--- src/rtl/fb_pkg.sv ---
// ---------------------------------------------------------------------------
// fb_pkg
// Shared types and helpers for the frame-buffer write arbiter.
//   calc_addr_w : byte-address width for a given display geometry
//   wr_state_e  : write FSM states (IDLE, WR1, WR2)
//   wr_req_t    : one write request {addr, data}; addr is sized for the
//                 largest supported frame buffer and narrowed by the user
// ---------------------------------------------------------------------------
package fb_pkg;

  // Widest RAM byte address any instance may use.
  localparam int REQ_ADDR_MAX_W = 32;

  function automatic int calc_addr_w(input int width, input int height, input int bpp);
    return $clog2(width * height * bpp);
  endfunction

  typedef enum logic [1:0] {
    IDLE = 2'd0,
    WR1  = 2'd1,
    WR2  = 2'd2
  } wr_state_e;

  typedef struct packed {
    logic [REQ_ADDR_MAX_W-1:0] addr;
    logic [7:0]                data;
  } wr_req_t;

endpackage

--- src/rtl/sync_fifo.sv ---
// ---------------------------------------------------------------------------
// sync_fifo
// Single-clock first-word-fall-through FIFO with an occupancy output.
// A push while full is accepted only when a pop happens at the same edge
// (the popped slot is reused), otherwise it is ignored; the owner decides
// whether that counts as an overflow.
//   clk_in, reset : clock, asynchronous active-high reset (pointers/level)
//   push_i        : write push_data_i at the next edge (if room)
//   pop_i         : discard the head entry at the next edge (if non-empty)
//   pop_data_o    : current head entry
//   full_o        : level == DEPTH
//   empty_o       : level == 0
//   level_o       : entries currently held
// ---------------------------------------------------------------------------
module sync_fifo #(
  parameter  int WIDTH = 8,
  parameter  int DEPTH = 4,
  localparam int PTR_W = $clog2(DEPTH),
  localparam int LVL_W = PTR_W + 1
) (
  input  logic             clk_in,
  input  logic             reset,
  input  logic             push_i,
  input  logic [WIDTH-1:0] push_data_i,
  input  logic             pop_i,
  output logic [WIDTH-1:0] pop_data_o,
  output logic             full_o,
  output logic             empty_o,
  output logic [LVL_W-1:0] level_o
);

  logic [WIDTH-1:0] mem_q [DEPTH];
  logic [PTR_W-1:0] wr_ptr_q, wr_ptr_d;
  logic [PTR_W-1:0] rd_ptr_q, rd_ptr_d;
  logic [LVL_W-1:0] level_q, level_d;
  logic             push_ok;
  logic             pop_ok;

  assign full_o     = (level_q == LVL_W'(DEPTH));
  assign empty_o    = (level_q == '0);
  assign level_o    = level_q;
  assign pop_data_o = mem_q[rd_ptr_q];

  // A full FIFO still takes a push when the head leaves at the same edge.
  assign pop_ok  = pop_i && !empty_o;
  assign push_ok = push_i && (!full_o || pop_ok);

  always_comb begin
    wr_ptr_d = wr_ptr_q;
    rd_ptr_d = rd_ptr_q;
    level_d  = level_q;
    // DEPTH is a power of two, so the pointers wrap on overflow.
    if (push_ok) wr_ptr_d = wr_ptr_q + PTR_W'(1);
    if (pop_ok)  rd_ptr_d = rd_ptr_q + PTR_W'(1);
    case ({push_ok, pop_ok})
      2'b10:   level_d = level_q + LVL_W'(1);
      2'b01:   level_d = level_q - LVL_W'(1);
      default: level_d = level_q;
    endcase
  end

  always_ff @(posedge clk_in or posedge reset) begin
    if (reset) begin
      wr_ptr_q <= '0;
      rd_ptr_q <= '0;
      level_q  <= '0;
    end else begin
      wr_ptr_q <= wr_ptr_d;
      rd_ptr_q <= rd_ptr_d;
      level_q  <= level_d;
    end
  end

  // Storage needs no reset: entries are only read once the level covers them.
  always_ff @(posedge clk_in) begin
    if (push_ok) mem_q[wr_ptr_q] <= push_data_i;
  end

endmodule

--- src/rtl/fb_write_arbiter.sv ---
// ---------------------------------------------------------------------------
// fb_write_arbiter
// Shares the single frame-buffer RAM write port between two requesters.
// Port A (UART line loads) issues one-cycle strobes with no backpressure and
// is buffered in a small FIFO. Port B (fill/clear, scroll copy) is a
// valid/ready engine at lower priority, protected from starvation by a
// counter of consecutive A grants taken while B waits. Every grant becomes a
// two-cycle RAM write (states WR1, WR2); the next grant is decided in WR2 so
// back-to-back writes keep the enables continuously high.
//   clk_in, reset      : clock, asynchronous active-high reset
//   a_valid/addr/data  : port A write strobe
//   b_valid/addr/data  : port B request, b_ready accepts it (combinational)
//   ram_address        : registered RAM write address
//   ram_data_out       : registered RAM write data
//   ram_write_enable   : high during a write transaction
//   ram_clk_enable     : same as ram_write_enable
//   a_overflow         : sticky, a port A strobe was dropped
//   a_fifo_level       : port A entries buffered
//   busy               : write in progress or port A entries pending
// ---------------------------------------------------------------------------
module fb_write_arbiter
  import fb_pkg::*;
#(
  parameter  int PIXEL_WIDTH     = 64,
  parameter  int PIXEL_HEIGHT    = 32,
  parameter  int BYTES_PER_PIXEL = 2,
  parameter  int A_FIFO_DEPTH    = 4,
  parameter  int STARVE_LIMIT    = 3,
  localparam int ADDR_W          = calc_addr_w(PIXEL_WIDTH, PIXEL_HEIGHT, BYTES_PER_PIXEL),
  localparam int LVL_W           = $clog2(A_FIFO_DEPTH) + 1
) (
  input  logic              clk_in,
  input  logic              reset,
  input  logic              a_valid,
  input  logic [ADDR_W-1:0] a_addr,
  input  logic [7:0]        a_data,
  input  logic              b_valid,
  input  logic [ADDR_W-1:0] b_addr,
  input  logic [7:0]        b_data,
  output logic              b_ready,
  output logic [ADDR_W-1:0] ram_address,
  output logic [7:0]        ram_data_out,
  output logic              ram_write_enable,
  output logic              ram_clk_enable,
  output logic              a_overflow,
  output logic [LVL_W-1:0]  a_fifo_level,
  output logic              busy
);

  localparam int          FIFO_W     = ADDR_W + 8;
  localparam logic [3:0]  STARVE_MAX = 4'(STARVE_LIMIT);

  wr_state_e         state_q, state_d;
  logic [3:0]        starve_q, starve_d;
  logic [ADDR_W-1:0] addr_q, addr_d;
  logic [7:0]        data_q, data_d;
  logic              ovf_q, ovf_d;

  logic              fifo_pop;
  logic              fifo_full;
  logic              fifo_empty;
  logic [FIFO_W-1:0] fifo_head;

  logic              grant_pt;
  logic              a_win;
  logic              b_win;
  wr_req_t           a_req;
  wr_req_t           b_req;
  wr_req_t           win_req;
  logic              unused_addr_hi;

  sync_fifo #(
    .WIDTH (FIFO_W),
    .DEPTH (A_FIFO_DEPTH)
  ) u_a_fifo (
    .clk_in      (clk_in),
    .reset       (reset),
    .push_i      (a_valid),
    .push_data_i ({a_addr, a_data}),
    .pop_i       (fifo_pop),
    .pop_data_o  (fifo_head),
    .full_o      (fifo_full),
    .empty_o     (fifo_empty),
    .level_o     (a_fifo_level)
  );

  assign a_req.addr = REQ_ADDR_MAX_W'(fifo_head[FIFO_W-1:8]);
  assign a_req.data = fifo_head[7:0];
  assign b_req.addr = REQ_ADDR_MAX_W'(b_addr);
  assign b_req.data = b_data;

  // Upper request-address bits are zero-extension only.
  assign unused_addr_hi = ^win_req.addr[REQ_ADDR_MAX_W-1:ADDR_W];

  // Arbitration and FSM next state. A new write is granted from IDLE or from
  // the second cycle of the current write.
  always_comb begin
    state_d  = state_q;
    starve_d = starve_q;
    addr_d   = addr_q;
    data_d   = data_q;

    grant_pt = (state_q == IDLE) || (state_q == WR2);
    a_win    = grant_pt && !fifo_empty && (!b_valid || (starve_q < STARVE_MAX));
    b_win    = grant_pt && !a_win && b_valid;
    win_req  = a_win ? a_req : b_req;

    if (grant_pt) begin
      if (a_win || b_win) begin
        state_d = WR1;
        addr_d  = win_req.addr[ADDR_W-1:0];
        data_d  = win_req.data;
      end else begin
        state_d = IDLE;
      end
      // The guard only counts A grants taken while B is actually waiting.
      if (b_win || !b_valid) begin
        starve_d = '0;
      end else if (a_win && (starve_q < STARVE_MAX)) begin
        starve_d = starve_q + 4'd1;
      end
    end else begin
      state_d = WR2;
    end
  end

  // A strobe is lost only when the FIFO is full and nothing leaves this edge.
  assign ovf_d = ovf_q || (a_valid && fifo_full && !fifo_pop);

  always_ff @(posedge clk_in or posedge reset) begin
    if (reset) begin
      state_q  <= IDLE;
      starve_q <= '0;
      addr_q   <= '0;
      data_q   <= '0;
      ovf_q    <= 1'b0;
    end else begin
      state_q  <= state_d;
      starve_q <= starve_d;
      addr_q   <= addr_d;
      data_q   <= data_d;
      ovf_q    <= ovf_d;
    end
  end

  assign fifo_pop         = a_win;
  assign b_ready          = b_win;
  assign ram_address      = addr_q;
  assign ram_data_out     = data_q;
  assign ram_write_enable = (state_q == WR1) || (state_q == WR2);
  assign ram_clk_enable   = (state_q == WR1) || (state_q == WR2);
  assign a_overflow       = ovf_q;
  assign busy             = (state_q != IDLE) || !fifo_empty;

endmodule

--- config.mk ---
export PLATFORM = sky130hd
export DESIGN_NAME = fb_write_arbiter
export DESIGN_NICKNAME = d
export VERILOG_FILES = /design/src/rtl/fb_pkg.sv /design/src/rtl/sync_fifo.sv /design/src/rtl/fb_write_arbiter.sv
export SDC_FILE = /design/constraint.sdc
export NUM_CORES = 1
export LEC_CHECK = 0
export BUFFER_PORTS_ARGS = -buffer_cell sky130_fd_sc_hd__buf_2
export CORE_MARGIN = 2
export CORE_UTILIZATION = 50
export DETAILED_ROUTE_END_ITERATION = 6
export PLACE_DENSITY_LB_ADDON = 0.08
export SETUP_SLACK_MARGIN = 0.3
export SLEW_MARGIN = 20
export SYNTH_ARGS = -nofsm -noshare
export SYNTH_HDL_FRONTEND = slang
export SYNTH_SLANG_ARGS = --single-unit
--- constraint.sdc ---
create_clock -name clk_in -period 3.7 [get_ports clk_in]
set_clock_uncertainty 0.05 [all_clocks]
set_input_delay 0.185 -clock clk_in [delete_from_list [all_inputs] [get_ports clk_in]]
set_output_delay 0.185 -clock clk_in [all_outputs]
set_load 0.05 [all_outputs]
==> metrics.txt, run 1 <==
status finished, final reports clean; Crit path arrival time 3.10 ns; Yosys cell types 34; crit path from starve_q[0]$_DFFE_PP0P_; FP Rows 34; Post-CTS Resized 0; Synth Flop Type edfxtp_1; # fillers 592; IO Port Bufs 71; post-synthesis simple-gate area fraction 6.150%; later-pin clock latency in the skew report 0.50 ns; Root Buffer clkbuf_8; final global-route overflow total 0; Max-slew headroom 36.57%; Final Max Slew Viols 0; worst-path cell chain ha_1 -> o31a_1 -> o211a_1 -> nand2b_1 -> ha_1 -> fa_1 -> xnor2_1 -> nor2_1 -> xor2_1; Tot GR Track Use 19.06%; final hold violations 0; type of origin of the critical path register; core area 8806 um^2; WL/cell 17.97 um; CP max FO 25; cells after synthesis 249; Logic pwr share 38.3%; syn_nets 302; Critical-path top delay cell o31a_1; first-pass GRT wire length 14220 um; Clock Sinks 114; Antenna diodes 0; Switching Power 2.047 mW; DRC 0; Starting Density 52.22%; slack of the critical path 0.9222 ns; # IOs 72; DR vias 2708; TritonCTS clock tree done; Hold Crit Class input port to async pin; leading cell type in the layout, fill and taps excluded edfxtp_1; maximum clock path buffer count 2; Pleak 2.390 nW; Max stage delay on crit path 0.47 ns; Total Wirelength 8932 um; compound-cell area share of the yosys netlist 6.884%; Yosys reg bits 114; post-synthesis mux area share 10.20%; Min Hold Slack 0.06898 ns; Tmin final 2.778 ns; EDFF count, synth 80; Post-Place Worst Slack 0.9304 ns; Die ar. 9979 um^2; final cycle utilization of the critical path 75.07%; Post-DRT Antenna Nets 0; drt pass-1 iters 4; vias in the first global route 2750; Adder-Cell Fraction of Synth Area 2.612%; die width 99.90 um; most frequent cells in the layout edfxtp_1, buf_2, dlygate4sd3_1; unrepaired setup endpoints after global routing false; Int Power 3.669 mW; GP Congestion 0.7913; largest net degree at the start of global routing 33; CP Capture Type register; synth-to-layout area growth 32.76%; maximum VDD drop 369.9 uV; Final Util 69.32%; main combinational cell family by area after synthesis multiplexers; asr flop ratio synth 29.82%; FF-to-FF Start starve_q[0]$_DFFE_PP0P_; CP most frequent cell ha_1; Initial DRC Count 97; Overall Power 5.716 mW; CTS buffer count 17; Die H 99.90 um; Slew @ Worst Pin 0.9514 ns; Via density 5.449; Max Fclk 0.3600 GHz; initial antenna violation count 0; Worst Setup Path Type register to register; Final Setup Violations 0; H-tree depth 4; clock power share 27.5%; Syn Area/Cell 18.47 um^2; PD cells 936.3 nW/um^2; Synth Area in XOR/XNOR 0.9524%; setup_tns 0 ns; NumNets Final 429; Netlist Area Pre-Place 4598 um^2; part of the power in registers 34.2%; share of cells above drive strength 1 39.59%; DPL Wire Length 5380 um; clk slew on worst S/H paths 0.06 ns; sequential area share after synthesis 70.75%; # Max-Cap Violations 0; Worst Path Required 4.02 ns; Ys Warns 0; switching portion of total power 35.81%
layer usage:
layer	wire length, um	share of wire [%]	up-vias	global-route usage [%]
li1	-	-	1286	-
met1	4410	49	1346	26.94
met2	4074	46	69	29.37
met3	357	4.0	7	4.457
met4	89	1.0	0	7.060
met5	0	0	-	0
sequential cells by signal, indices dropped and copies added, names as in the netlist:
register,flops
u_a_fifo.level_o,3
state_q,2
u_a_fifo.rd_ptr_q,2
u_a_fifo.wr_ptr_q,2
ram_address,12
a_overflow,1
ram_data_out,8
u_a_fifo.mem_q,80
starve_q,4
stage by stage:
step	instance area, um^2	std cells
5_1_grt	6105	497
6_report	6105	497
3_5_place_dp	5094	422
2_1_floorplan	4598	249
4_1_cts	6105	497
3_3_place_gp	5094	422
cell families after synthesis:
logic type | count (synthesis)
flip-flops | 114
AND/OR/NAND/NOR | 43
AO/OA/AOI/OAI | 32
buffers and inverters | 25
multiplexers | 21
adder cells (fa/ha/maj) | 9
XOR/XNOR | 5
final cells by class:
cell class                      instances  area [um^2]  area share [%]
Tap cell                              108        135.1           2.214
Clock inverter                         15        166.4           2.726
Inverter                                8        30.03          0.4919
Multi-Input combinational cell        110         1237           20.27
Timing Repair Buffer                  125        868.3           14.22
Sequential cell                       114         3253           53.29
Clock buffer                           17        414.1           6.784
cells in the mapped netlist, types with 3 or more instances:
master	count	area, um^2
ha_1	8	100.1
nand2_1	6	22.52
o221a_2	20	225.2
and3b_1	4	35.03
dfrtp_1	34	850.8
edfxtp_1	80	2402
clkbuf_1	13	48.80
or4_1	20	150.1
inv_1	8	30.03
nand2b_1	3	18.77
xnor2_1	3	26.28
mux4_2	18	405.4
nor2_1	3	11.26
power groups by stage:
stage / Sequential (mW) / Clock, mW / Combinational, mW
after detailed placement: 1.98 / 0 / 2.16
final: 1.96 / 1.57 / 2.19
after CTS: 1.96 / 1.60 / 2.20
after global placement: 1.97 / 0 / 2.14
after global routing: 2.00 / 1.67 / 2.36
after floorplan: 2.36 / 0 / 1.28
timing repair:
action | 4_1_cts | 5_1_grt
hold buffers | 43 | 0
setup buffers | 0 | 0
hold endpoints to repair | 139 | 0
path summary, 6_finish.rpt:
path / endpoint / cells past startpoint / slack (ns)
setup / recovery: u_a_fifo.level_o[2]$_DFFE_PP0P_ / 9 / 0.92
hold / removal: ram_address[7]$_DFFE_PP0P_ / 3 / 0.07
setup reg to reg: u_a_fifo.level_o[2]$_DFFE_PP0P_ / 9 / 0.92
hold reg to reg: a_overflow$_DFF_PP0_ / 1 / 0.40
max in group asynchronous: ram_data_out[3]$_DFFE_PP0P_ / 4 / 2.89
min in group clk_in: u_a_fifo.mem_q[2][6]$_DFFE_PP_ / 2 / 0.39
worst max-delay path: cells and delay by family (launching register included):
family                     cells  cell delay (ns)
and+or+nand+nor                2             0.24
xor gates and xnor gates       2             0.30
adders and majority gates      3             0.80
AOI/OAI and AO/OA              2             0.87
DFF                            1             0.39
Note: power is estimated with default switching activity, not from simulation.
==> run 2: changes to the inputs <==
==> constraint.sdc (replaced) <==
create_clock -name clk_in -period 2.35 [get_ports clk_in]
set_clock_uncertainty 0.05 [all_clocks]
set_input_delay 0.1175 -clock clk_in [delete_from_list [all_inputs] [get_ports clk_in]]
set_output_delay 0.1175 -clock clk_in [all_outputs]
set_load 0.05 [all_outputs]
==> metrics.txt, run 2 (synthesized netlist as in run 1, its figures left out) <==
later-pin clock latency in the skew report 0.49 ns; worst-path cell chain ha_2 -> o31a_1 -> or3_4 -> inv_2 -> ha_4 -> fa_2 -> mux2_2; Starting Density 52.22%; # IOs 72; Crit path arrival time 2.63 ns; PD cells 1462 nW/um^2; core area 8806 um^2; type of origin of the critical path register; Tot GR Track Use 19.62%; TritonCTS clock tree done; WL/cell 17.86 um; Die H 99.90 um; status finished, final reports clean; Min Hold Slack 0.04915 ns; maximum VDD drop 638.4 uV; share of cells above drive strength 1 45.66%; CP max FO 4; synth-to-layout area growth 38.45%; vias in the first global route 2929; IO Port Bufs 71; drt pass-1 iters 6; Antenna diodes 0; Tmin final 2.302 ns; most frequent cells in the layout edfxtp_1, buf_2, dlygate4sd3_1; largest net degree at the start of global routing 26; DR vias 2772; final global-route overflow total 0; NumNets Final 443; Via density 5.425; Slew @ Worst Pin 0.7451 ns; final cycle utilization of the critical path 97.98%; leading cell type in the layout, fill and taps excluded edfxtp_1; Die ar. 9979 um^2; H-tree depth 4; Initial DRC Count 147; DPL Wire Length 5522 um; Max-slew headroom 50.27%; Worst Setup Path Type register to register; initial antenna violation count 0; Total Wirelength 9128 um; GP Congestion 0.7668; max reg flops 80; Worst Path Required 2.68 ns; Final Setup Violations 0; Final Util 72.29%; clk slew on worst S/H paths 0.06 ns; Post-DRT Antenna Nets 0; first-pass GRT wire length 14660 um; Post-Place Worst Slack -0.02885 ns; Hold Crit Class input port to register; Critical-path top delay cell fa_2; Pleak 2.461 nW; dpl cells 427; slack of the critical path 0.04752 ns; Root Buffer clkbuf_8; Final Max Slew Viols 0; Non-Filler Instances 511; CP Capture Type register; final hold violations 0; # fillers 548; # Max-Cap Violations 0; maximum clock path buffer count 2; Max stage delay on crit path 0.42 ns; largest register by flop count u_a_fifo.mem_q; unrepaired setup endpoints after global routing true; Clock Sinks 114; DRC 0; die width 99.90 um; Max Fclk 0.4343 GHz; CTS buffer count 17; FP Rows 34
==> run 2: cell count changes in the layout (fill, tap and decap cells not counted), moves of 2 or more <==
cell	before	now
and3b_2	0	4
clkinv_4	1	3
dfrtp_2	0	3
buf_4	11	17
dfrtp_1	34	31
buf_12	0	5
buf_6	0	3
ha_1	8	6
and3b_1	4	0
inv_6	1	4
clkinv_2	5	0
==> run 2: cell type report <==
| class | instances | area (um^2) | share of cell area (%) |
|---|---|---|---|
| Tap cell | 108 | 135.1 | 2.123 |
| Multi-Input combinational cell | 110 | 1319 | 20.72 |
| Timing Repair Buffer | 139 | 1052 | 16.53 |
| Sequential cell | 114 | 3257 | 51.16 |
| Clock inverter | 15 | 158.9 | 2.496 |
| Inverter | 8 | 30.03 | 0.4717 |
| Clock buffer | 17 | 414.1 | 6.505 |
==> run 2: report_power, final <==
part	switching [mW]	internal, mW	total, mW
Sequential	0.253	2.77	3.02
Clock	0.896	1.52	2.41
Combinational	2.20	1.68	3.88
Total	3.35	5.96	9.31
==> run 2: path summary, 6_finish.rpt <==
check | end | from | cells after the start | slack [ns]
setup / recovery | u_a_fifo.level_o[1]$_DFFE_PP0P_ | starve_q[0]$_DFFE_PP0P_ | 7 | 0.05
hold / removal | u_a_fifo.level_o[0]$_DFFE_PP0P_ | a_valid | 4 | 0.05
setup reg to reg | u_a_fifo.level_o[1]$_DFFE_PP0P_ | starve_q[0]$_DFFE_PP0P_ | 7 | 0.05
hold reg to reg | a_overflow$_DFF_PP0_ | a_overflow$_DFF_PP0_ | 1 | 0.42
max in group asynchronous | ram_data_out[4]$_DFFE_PP0P_ | reset | 4 | 1.38
min in group asynchronous | ram_address[6]$_DFFE_PP0P_ | reset | 3 | 0.25
==> run 2: worst max-delay path, delay by kind of cell, from the launching register on <==
| kind | cells | cell delay, ns |
|---|---|---|
| AND/OR/NAND/NOR | 1 | 0.39 |
| buffers and inverters | 1 | 0.07 |
| flip-flops | 1 | 0.40 |
| adder cells (fa/ha/maj) | 3 | 0.73 |
| multiplexers | 1 | 0.26 |
| AO/OA/AOI/OAI | 1 | 0.29 |
==> run 2: timing repair <==
action / 4_1_cts / 5_1_grt
gates resized for setup: 5 / 5
setup buffers: 5 / 3
setup endpoints to repair: 103 / 83
hold buffers: 44 / 0
pin swaps: 4 / 2
hold endpoints to repair: 123 / 0
==> run 2: metal layers <==
metal | up-vias | wire length, um | track usage (%)
li1 | 1311 | - | -
met1 | 1399 | 4277 | 26.17
met2 | 55 | 4500 | 32.12
met3 | 7 | 276 | 4.457
met4 | 0 | 72 | 6.955
met5 | - | 0 | 0
==> run 2: per-stage QoR <==
step                power [mW]  cell area [um^2]  setup TNS [ns]
global placement         6.688              5253               0
detailed placement       6.742              5253        -0.02885
global route             9.782              6366        -0.07528
finish                   9.307              6366               0
floorplan                5.817              4666         -0.2054
CTS                      9.323              6330               0
==> run 3: changes to the inputs <==
==> constraint.sdc (replaced) <==
create_clock -name clk_in -period 1.9 [get_ports clk_in]
set_clock_uncertainty 0.05 [all_clocks]
set_input_delay 0.095 -clock clk_in [delete_from_list [all_inputs] [get_ports clk_in]]
set_output_delay 0.095 -clock clk_in [all_outputs]
set_load 0.05 [all_outputs]
==> metrics.txt, run 3 (synthesized netlist as in run 1, its figures left out) <==
status finished with violations; Worst Hold Depth 4; unrepaired setup endpoints after global routing true; DRC 0; final global-route overflow total 0; largest net degree at the start of global routing 35; post-place instance area 5411 um^2; Final Max Slew Viols 0; die width 99.90 um; Final Util 81.80%; maximum clock path buffer count 2; Root Buffer clkbuf_8; later-pin clock latency in the skew report 0.51 ns; leading cell type in the layout, fill and taps excluded edfxtp_1; # IOs 72; register-to-register path setup slack -0.42 ns; hold-critical path endpoint starve_q[0]$_DFFE_PP0P_; Min Hold Slack -0.03527 ns; Starting Density 52.22%; largest register by flop count u_a_fifo.mem_q; Crit path arrival time 2.66 ns; switching portion of total power 35.54%; WL/cell 21.67 um; Pleak 2.817 nW; part of the power in registers 28.0%; # Max-Cap Violations 0; Switching Power 4.820 mW; CTS buffer count 17; TritonCTS clock tree done; Logic pwr share 49.2%; type of origin of the critical path register; NumNets Final 483; drt pass-1 iters 4; Die ar. 9979 um^2; Int Power 8.741 mW; H-tree depth 4; final cycle utilization of the critical path 122.0%; Die H 99.90 um; vias in the first global route 3170; most frequent cells in the layout edfxtp_1, buf_2, dlygate4sd3_1; GP Congestion 0.7158; design area 7203 um^2; maximum VDD drop 915.9 uV; DR vias 3079; Via density 5.588; Final Setup Violations 105; Total Wirelength 11940 um; DPL Wire Length 5903 um; first-pass GRT wire length 17430 um; CP max FO 3; worst r2r dst u_a_fifo.level_o[2]$_DFFE_PP0P_; PD cells 1883 nW/um^2; slack of the critical path -0.4184 ns; core area 8806 um^2; clock power share 22.9%; Clock Sinks 114; Hold Startpoint b_valid; Initial DRC Count 223; Post-DRT Antenna Nets 0; initial antenna violation count 0; final hold violations 1; failing checks hold timing, setup timing; share of cells above drive strength 1 55.76%; Max-slew headroom 66.07%; Hold Crit Class input port to register; FP Rows 34; Slew @ Worst Pin 0.5078 ns; Antenna diodes 0; Overall Power 13.56 mW; Worst Setup Path Type register to register; IO Port Bufs 71; Worst Path Required 2.24 ns; FF-to-FF Start starve_q[0]$_DFFE_PP0P_; CP Capture Type register; clk slew on worst S/H paths 0.06 ns; Max Fclk 0.4313 GHz; FF-to-FF path depth 9; Tot GR Track Use 23.69%; Tmin final 2.318 ns; max reg flops 80; hold_buf cts 44; synth-to-layout area growth 56.65%
run 3: cell count changes in the layout (fill, tap and decap cells not counted), sizes merged:
cell,change
clkinvlp,-1
buf,+39
clkbuf,+1
clkinv,+2
a21oi,+1
bufinv,+1
inv,-3
run 3: worst max-delay path, stage by stage (launching register included):
cell,delay [ns]
dfrtp_1,0.38
ha_2,0.19
o31a_1,0.29
o211a_4,0.25
nand2b_4,0.14
ha_4,0.16
fa_2,0.35
xnor2_2,0.18
nor2_1,0.06
xor2_1,0.15
run 3: power by group through the flow:
stage	Combinational (mW)	Sequential [mW]	Clock, mW
after floorplan	2.59	4.62	0
after CTS	5.81	3.74	3.12
final	6.67	3.79	3.10
after global routing	7.04	3.86	3.26
after detailed placement	4.91	3.78	0
after global placement	4.86	3.75	0
run 3: routing by layer:
metal	global-route usage [%]	routed length, um	vias to the layer above
met3	5.501	547	17
met5	0	0	-
met1	31.82	5100	1567
li1	-	-	1392
met2	39.14	6118	103
met4	7.060	171	0
run 3: timing repair:
action,in CTS,in global routing
buffers inserted,19,6
setup endpoints to repair,113,113
endpoints found under the hold margin,138,1
gates resized for setup,37,49
gates cloned,7,1
pin swaps,14,17
run 3: metrics by stage:
step                      setup WS [ns]  TNS, ns  cells  hold WS [ns]
after detailed placement        -0.4384   -22.35    442        0.1716
after floorplan                 -0.5527   -19.77    249        0.1439
after global routing            -0.4904   -35.52    551      -0.03033
after CTS                       -0.3464   -22.67    544      0.003266
final                           -0.4184   -28.32    551      -0.03527
after global placement          -0.3946   -20.12    442        0.1691
run 3: layout make-up:
class,instances,area [um^2]
fillers,438,1603
clock inverters,14,163.9
well taps,108,135.1
flip-flops and latches,114,3258
repair buffers,178,1649
multi-input cells,111,1546
clock buffers,18,417.9
inverters,8,32.53
run 3: how the worst max path moves through the flow:
stage | start | endpoint | slack (ns) | cells past startpoint
2_1_floorplan | starve_q[0]$_DFFE_PP0P_ | u_a_fifo.level_o[2]$_DFFE_PP0P_ | -0.55 | 10
3_3_place_gp | starve_q[1]$_DFFE_PP0P_ | u_a_fifo.level_o[2]$_DFFE_PP0P_ | -0.39 | 9
3_5_place_dp | starve_q[1]$_DFFE_PP0P_ | u_a_fifo.level_o[2]$_DFFE_PP0P_ | -0.44 | 9
4_1_cts | starve_q[0]$_DFFE_PP0P_ | u_a_fifo.level_o[2]$_DFFE_PP0P_ | -0.35 | 9
5_1_grt | starve_q[0]$_DFFE_PP0P_ | u_a_fifo.level_o[2]$_DFFE_PP0P_ | -0.49 | 9
6_report | starve_q[0]$_DFFE_PP0P_ | u_a_fifo.level_o[2]$_DFFE_PP0P_ | -0.42 | 9
